`config.mk`:
```
export PLATFORM = sky130hd
export DESIGN_NAME = sort_cmd_sequencer
export DESIGN_NICKNAME = d
export VERILOG_FILES = /design/src/rtl/sort_cmd_sequencer.sv
export SDC_FILE = /design/constraint.sdc
export NUM_CORES = 1
export LEC_CHECK = 0
export BUFFER_PORTS_ARGS = -buffer_cell sky130_fd_sc_hd__buf_2
export CAP_MARGIN = 20
export CORE_ASPECT_RATIO = 0.8
export CORE_MARGIN = 3
export CORE_UTILIZATION = 50
export CTS_CLUSTER_DIAMETER = 40
export DETAILED_ROUTE_END_ITERATION = 10
export GPL_ROUTABILITY_DRIVEN = 1
export GPL_TIMING_DRIVEN = 0
export PLACE_DENSITY_LB_ADDON = 0.3
export SYNTH_ARGS = -nofsm -noshare
export SYNTH_HDL_FRONTEND = slang
export SYNTH_SLANG_ARGS = --single-unit
```
`constraint.sdc`:
```
create_clock -name clk -period 4.3 [get_ports clk]
set_clock_uncertainty 0.1 [all_clocks]
set_input_delay 0 -clock clk [delete_from_list [all_inputs] [get_ports clk]]
set_output_delay 0 -clock clk [all_outputs]
set_load 0.02 [all_outputs]
```
`src/rtl/sort_cmd_sequencer.sv`:
```
// Decodes SPI frames into LOAD / READ / CLEAR and drives the sorter strobes; tracks occupancy.
// Latency: every sorter strobe is registered, 1 cycle after its rx_valid (or after CLEAR entry).
// Backpressure: none; rx_valid is a pulse, and frames arriving during CLEAR are dropped with cmd_error.
module sort_cmd_sequencer #(
    parameter  int DATA_WIDTH = 8,
    parameter  int SIZE       = 10,
    localparam int CNT_W      = $clog2(SIZE + 1)
) (
    input  logic                  clk,
    input  logic                  reset_n,
    input  logic                  rx_valid,
    input  logic [DATA_WIDTH-1:0] rx_data,
    input  logic                  cs_n,
    output logic                  sort_enable,
    output logic                  sort_write,
    output logic [DATA_WIDTH-1:0] sort_data,
    output logic [CNT_W-1:0]      fill_count,
    output logic                  busy,
    output logic                  overflow,
    output logic                  cmd_error
);

    localparam logic [7:0]       OP_LOAD  = 8'hA1;
    localparam logic [7:0]       OP_READ  = 8'hA2;
    localparam logic [7:0]       OP_CLEAR = 8'hA3;
    localparam logic [CNT_W-1:0] SIZE_C   = CNT_W'(SIZE);
    localparam logic [CNT_W-1:0] SIZE_M1  = CNT_W'(SIZE - 1);

    typedef enum logic [2:0] {
        S_IDLE,
        S_LEN,
        S_LOAD,
        S_READ,
        S_CLEAR
    } state_t;

    state_t                  state, state_nxt;
    logic [CNT_W-1:0]        remaining, remaining_nxt;
    logic [CNT_W-1:0]        clr_cnt, clr_cnt_nxt;
    logic [CNT_W-1:0]        fill_nxt;
    logic [CNT_W-1:0]        len_raw, len_clamped;
    logic                    en_nxt, wr_nxt, err_nxt, ovf_nxt;
    logic [DATA_WIDTH-1:0]   data_nxt;
    logic [7:0]              opcode;

    assign opcode      = rx_data[7:0];
    assign len_raw     = rx_data[CNT_W-1:0];
    assign len_clamped = (len_raw > SIZE_C) ? SIZE_C : len_raw;

    // State register; busy is registered alongside so it tracks the state exactly.
    always_ff @(posedge clk or negedge reset_n) begin
        if (!reset_n) begin
            state <= S_IDLE;
            busy  <= 1'b0;
        end else begin
            state <= state_nxt;
            busy  <= (state_nxt != S_IDLE);
        end
    end

    // Next-state logic. A byte that arrives with cs_n high is handled first, then IDLE.
    always_comb begin
        state_nxt = state;
        case (state)
            S_IDLE: begin
                if (rx_valid) begin
                    case (opcode)
                        OP_LOAD:  state_nxt = S_LEN;
                        OP_READ:  state_nxt = S_READ;
                        OP_CLEAR: state_nxt = S_CLEAR;
                        default:  state_nxt = S_IDLE;
                    endcase
                end
            end
            S_LEN: begin
                if (rx_valid) state_nxt = (len_clamped == '0) ? S_IDLE : S_LOAD;
                if (cs_n)     state_nxt = S_IDLE;
            end
            S_LOAD: begin
                if (rx_valid && remaining == CNT_W'(1)) state_nxt = S_IDLE;
                if (cs_n)                               state_nxt = S_IDLE;
            end
            S_READ: begin
                if (cs_n) state_nxt = S_IDLE;
            end
            S_CLEAR: begin
                if (clr_cnt == SIZE_M1) state_nxt = S_IDLE;
            end
            default: state_nxt = S_IDLE;
        endcase
    end

    // Output / datapath next values; all of them are registered below.
    always_comb begin
        en_nxt        = 1'b0;
        wr_nxt        = 1'b0;
        data_nxt      = sort_data;
        err_nxt       = 1'b0;
        fill_nxt      = fill_count;
        ovf_nxt       = overflow;
        remaining_nxt = remaining;
        clr_cnt_nxt   = '0;
        case (state)
            S_IDLE: begin
                if (rx_valid) begin
                    case (opcode)
                        OP_LOAD, OP_CLEAR: ;
                        OP_READ: begin
                            if (fill_count != '0) begin
                                en_nxt   = 1'b1;
                                fill_nxt = fill_count - 1'b1;
                            end
                        end
                        default: err_nxt = 1'b1;
                    endcase
                end
            end
            S_LEN: begin
                if (rx_valid) remaining_nxt = len_clamped;
            end
            S_LOAD: begin
                if (rx_valid) begin
                    if (fill_count < SIZE_C) begin
                        en_nxt   = 1'b1;
                        wr_nxt   = 1'b1;
                        data_nxt = rx_data;
                        fill_nxt = fill_count + 1'b1;
                    end else begin
                        ovf_nxt = 1'b1;
                    end
                    remaining_nxt = remaining - 1'b1;
                end
            end
            S_READ: begin
                if (rx_valid && fill_count != '0) begin
                    en_nxt   = 1'b1;
                    fill_nxt = fill_count - 1'b1;
                end
            end
            S_CLEAR: begin
                // Pops are issued blindly so the sorter is drained even if our count drifted.
                en_nxt      = 1'b1;
                clr_cnt_nxt = clr_cnt + 1'b1;
                err_nxt     = rx_valid;
                if (clr_cnt == SIZE_M1) begin
                    fill_nxt = '0;
                    ovf_nxt  = 1'b0;
                end
            end
            default: ;
        endcase
    end

    always_ff @(posedge clk or negedge reset_n) begin
        if (!reset_n) begin
            sort_enable <= 1'b0;
            sort_write  <= 1'b0;
            sort_data   <= '0;
            fill_count  <= '0;
            overflow    <= 1'b0;
            cmd_error   <= 1'b0;
            remaining   <= '0;
            clr_cnt     <= '0;
        end else begin
            sort_enable <= en_nxt;
            sort_write  <= wr_nxt;
            sort_data   <= data_nxt;
            fill_count  <= fill_nxt;
            overflow    <= ovf_nxt;
            cmd_error   <= err_nxt;
            remaining   <= remaining_nxt;
            clr_cnt     <= clr_cnt_nxt;
        end
    end

endmodule

```
==> results.yml <==
placed_design:
  dpl.cell_count: 214
  dp_slack_ns: 1.83
  numPortBuffers: 27
  hpwl_um: 2440
  gp_congestion: 0.926
  place_area_um2: 1710
critical_path:
  start_kind: "flip-flop"
  critPathCaptureType: "flip-flop"
  crit_path_max_fanout: 10
  cp.arrival_ns: 2.61
  r2r-start: "state[0]$_DFF_PN0_"
  reg2reg_slack_ns: 1.79
  timing.critical_path.from: "state[0]$_DFF_PN0_"
  required_ns: 4.39
  reg2reg_depth: 10
  reg2reg_to: "fill_count[3]$_DFFE_PN0P_"
  critPathCapture: "fill_count[3]$_DFFE_PN0P_"
  critPathKind: "reg2reg"
global_routing:
  grt_pass1_vias: 1225
  track_usage: 0.198
  grt_start_max_net_pins: 29
  grt_first_pass_wirelength_um: 5780
  antenna_found_initial: 0
  grt-ovfl-total: 0
yosys:
  ys_async_sr_fraction: 1.00
  synth.distinct_cells: 42
  postSynthCellCount: 149
  ys_warn_count: 0
  syn_avg_cell_area_um2: 10.2
  synth-edff-count: 0
  synth_top_flop_cell: "dfrtp_1"
  netlist_area_um2: 1530
  synth_seq_area_share: 0.459
  ys_seq_elements: 28
  syn-num-nets: 168
finish:
  nets: 210
  antenna_cells: 0
  final_util: 0.654
  layout-drive-gt1-share: 0.270
  filler_cell_count: 215
  fin_cells: 227
  stdcell_area_um2: 1850
  areaGrowthSynthToFinish_pct: 21.2
timing:
  min_period_ns: 2.51
  slew_headroom: 0.590
  fmax_mhz: 398
  tightest_slew_ns: 0.615
  holdWs_ns: 0.00840
  fin_setup_tns_ns: 0
  hold_viol: 0
  rsz0062_at_grt: "no"
  period_share: 0.585
  setup_viol: 0
  finalWorstSetupSlack_ns: 1.79
  drv_slew: 0
die:
  die_h_um: 55.4
  start_util: 0.540
  die_area_um2: 3760
  core_um2: 2830
  die_w_um: 67.8
  io_pins: 29
  row_count: 17
routing:
  routedWlPerCell_um: 14.8
  routed_wl_um: 3370
  ant_nets: 0
  dr.pass1.iters: 4
  drt_first_iter_violations: 111
  route.detailed.drc: 0
  vias_per_cell: 5.52
  vias: 1254
flow_run:
  maxCapViolations: 0
power_and_ir_drop:
  vdd_drop_max_mv: 0.326
  powerDensity_nw_per_um2: 436
  leakage_nw: 0.888
  power_mw: 0.806
clock_network:
  cts_root_buffer: "clkbuf_8"
  h-tree-depth: 1
  cts_tree: "yes"
  cts_buffers: 3
  path_clk_slew_ns: 0.09
  cts_sinks: 28
  clock_latency_ns: 0.27
  cts-resized-gates: 0
  clockBufferDepth: 2
outcome:
  status: "finished, final reports clean"
hold_path:
  hold_path_class: "in2reg"
[flip-flops by register name (all words and copies together), names as in the netlist]
name         count
fill_count       4
busy             1
remaining        4
clr_cnt          4
sort_enable      1
state            3
cmd_error        1
overflow         1
sort_write       1
sort_data        8
[cell type report]
type / instances / area [um^2] / share of cell area
inverters: 9 / 33.8 / 0.0183
multi-input cells: 108 / 772 / 0.417
repair buffers: 37 / 235 / 0.127
plain buffers: 4 / 20.0 / 0.0108
well taps: 38 / 47.5 / 0.0257
flip-flops and latches: 28 / 701 / 0.379
clock buffers: 3 / 41.3 / 0.0223
[placed cells by master, fill, tap and decap left out, drive strengths merged, types with 4 or more instances in the layout]
| master | n |
|---|---|
| nand2 | 15 |
| nand3 | 5 |
| or3 | 5 |
| dfrtp | 28 |
| buf | 31 |
| mux2 | 11 |
| nand2b | 4 |
| ha | 6 |
| a21oi | 8 |
| o21ai | 8 |
| xnor2 | 4 |
| dlygate4sd3 | 10 |
| nor2 | 14 |
| inv | 9 |
[synth_stat cells (2+ instances only)]
library cell	number	area, um^2
or4_1	2	15.0
nand3_1	5	25.0
o21ai_0	7	35.0
nor2_1	12	45.0
or3_1	5	31.3
nand2b_1	3	18.8
buf_2	4	20.0
ha_1	6	75.1
mux2_1	2	22.5
nor3_1	3	15.0
mux2_2	9	101
xnor2_1	4	35.0
a21oi_1	8	40.0
nor4_1	2	12.5
o211ai_1	2	15.0
dfrtp_1	28	701
inv_1	8	30.0
nand2_1	15	56.3
[worst max-delay path, stage by stage, from the launching register on]
cell	delay, ns
dfrtp_1	0.38
buf_2	0.18
nand2b_4	0.18
nor2_4	0.20
inv_2	0.13
ha_1	0.29
a21o_1	0.17
a21oi_1	0.17
xnor2_1	0.16
or3b_1	0.37
o211ai_1	0.10
[worst min path at each step]
stage	startpoint	to	slack (ns)	cells past startpoint
detailed placement	reset_n	sort_write$_DFF_PN0_	-0.05	1
finish	cs_n	state[0]$_DFF_PN0_	0.008	4
CTS	cs_n	state[0]$_DFF_PN0_	0.0004	4
floorplan	reset_n	busy$_DFF_PN0_	-0.40	0
global route	cs_n	state[1]$_DFF_PN0_	0.06	3
global placement	reset_n	sort_write$_DFF_PN0_	-0.07	1
[layer usage]
metal | wire length (um) | global-route usage | vias to the layer above
met5 | 0 | 0 | -
met1 | 1570 | 0.286 | 588
met2 | 1560 | 0.305 | 44
met4 | 48 | 0.0425 | 0
li1 | - | - | 615
met3 | 191 | 0.0427 | 7
[logic make-up after synthesis]
family | synth area share
AOI/OAI and AO/OA | 0.120
xor gates and xnor gates | 0.0287
adders and majority gates | 0.0623
buffers and inverters | 0.0352
DFF | 0.459
muxes | 0.0877
and+or+nand+nor | 0.207
[repair_timing]
item | in CTS | in global routing
endpoints found under the hold margin | 41 | 0
hold buffers | 10 | 0
setup buffers | 0 | 0
setup endpoints to repair | 0 | 0
[power breakdown]
group          internal [mW]  switching (mW)
clock                 0.0629          0.0749
sequential             0.311          0.0445
combinational          0.131           0.182
total                  0.504           0.302
Power figures use the tool's default switching activity.
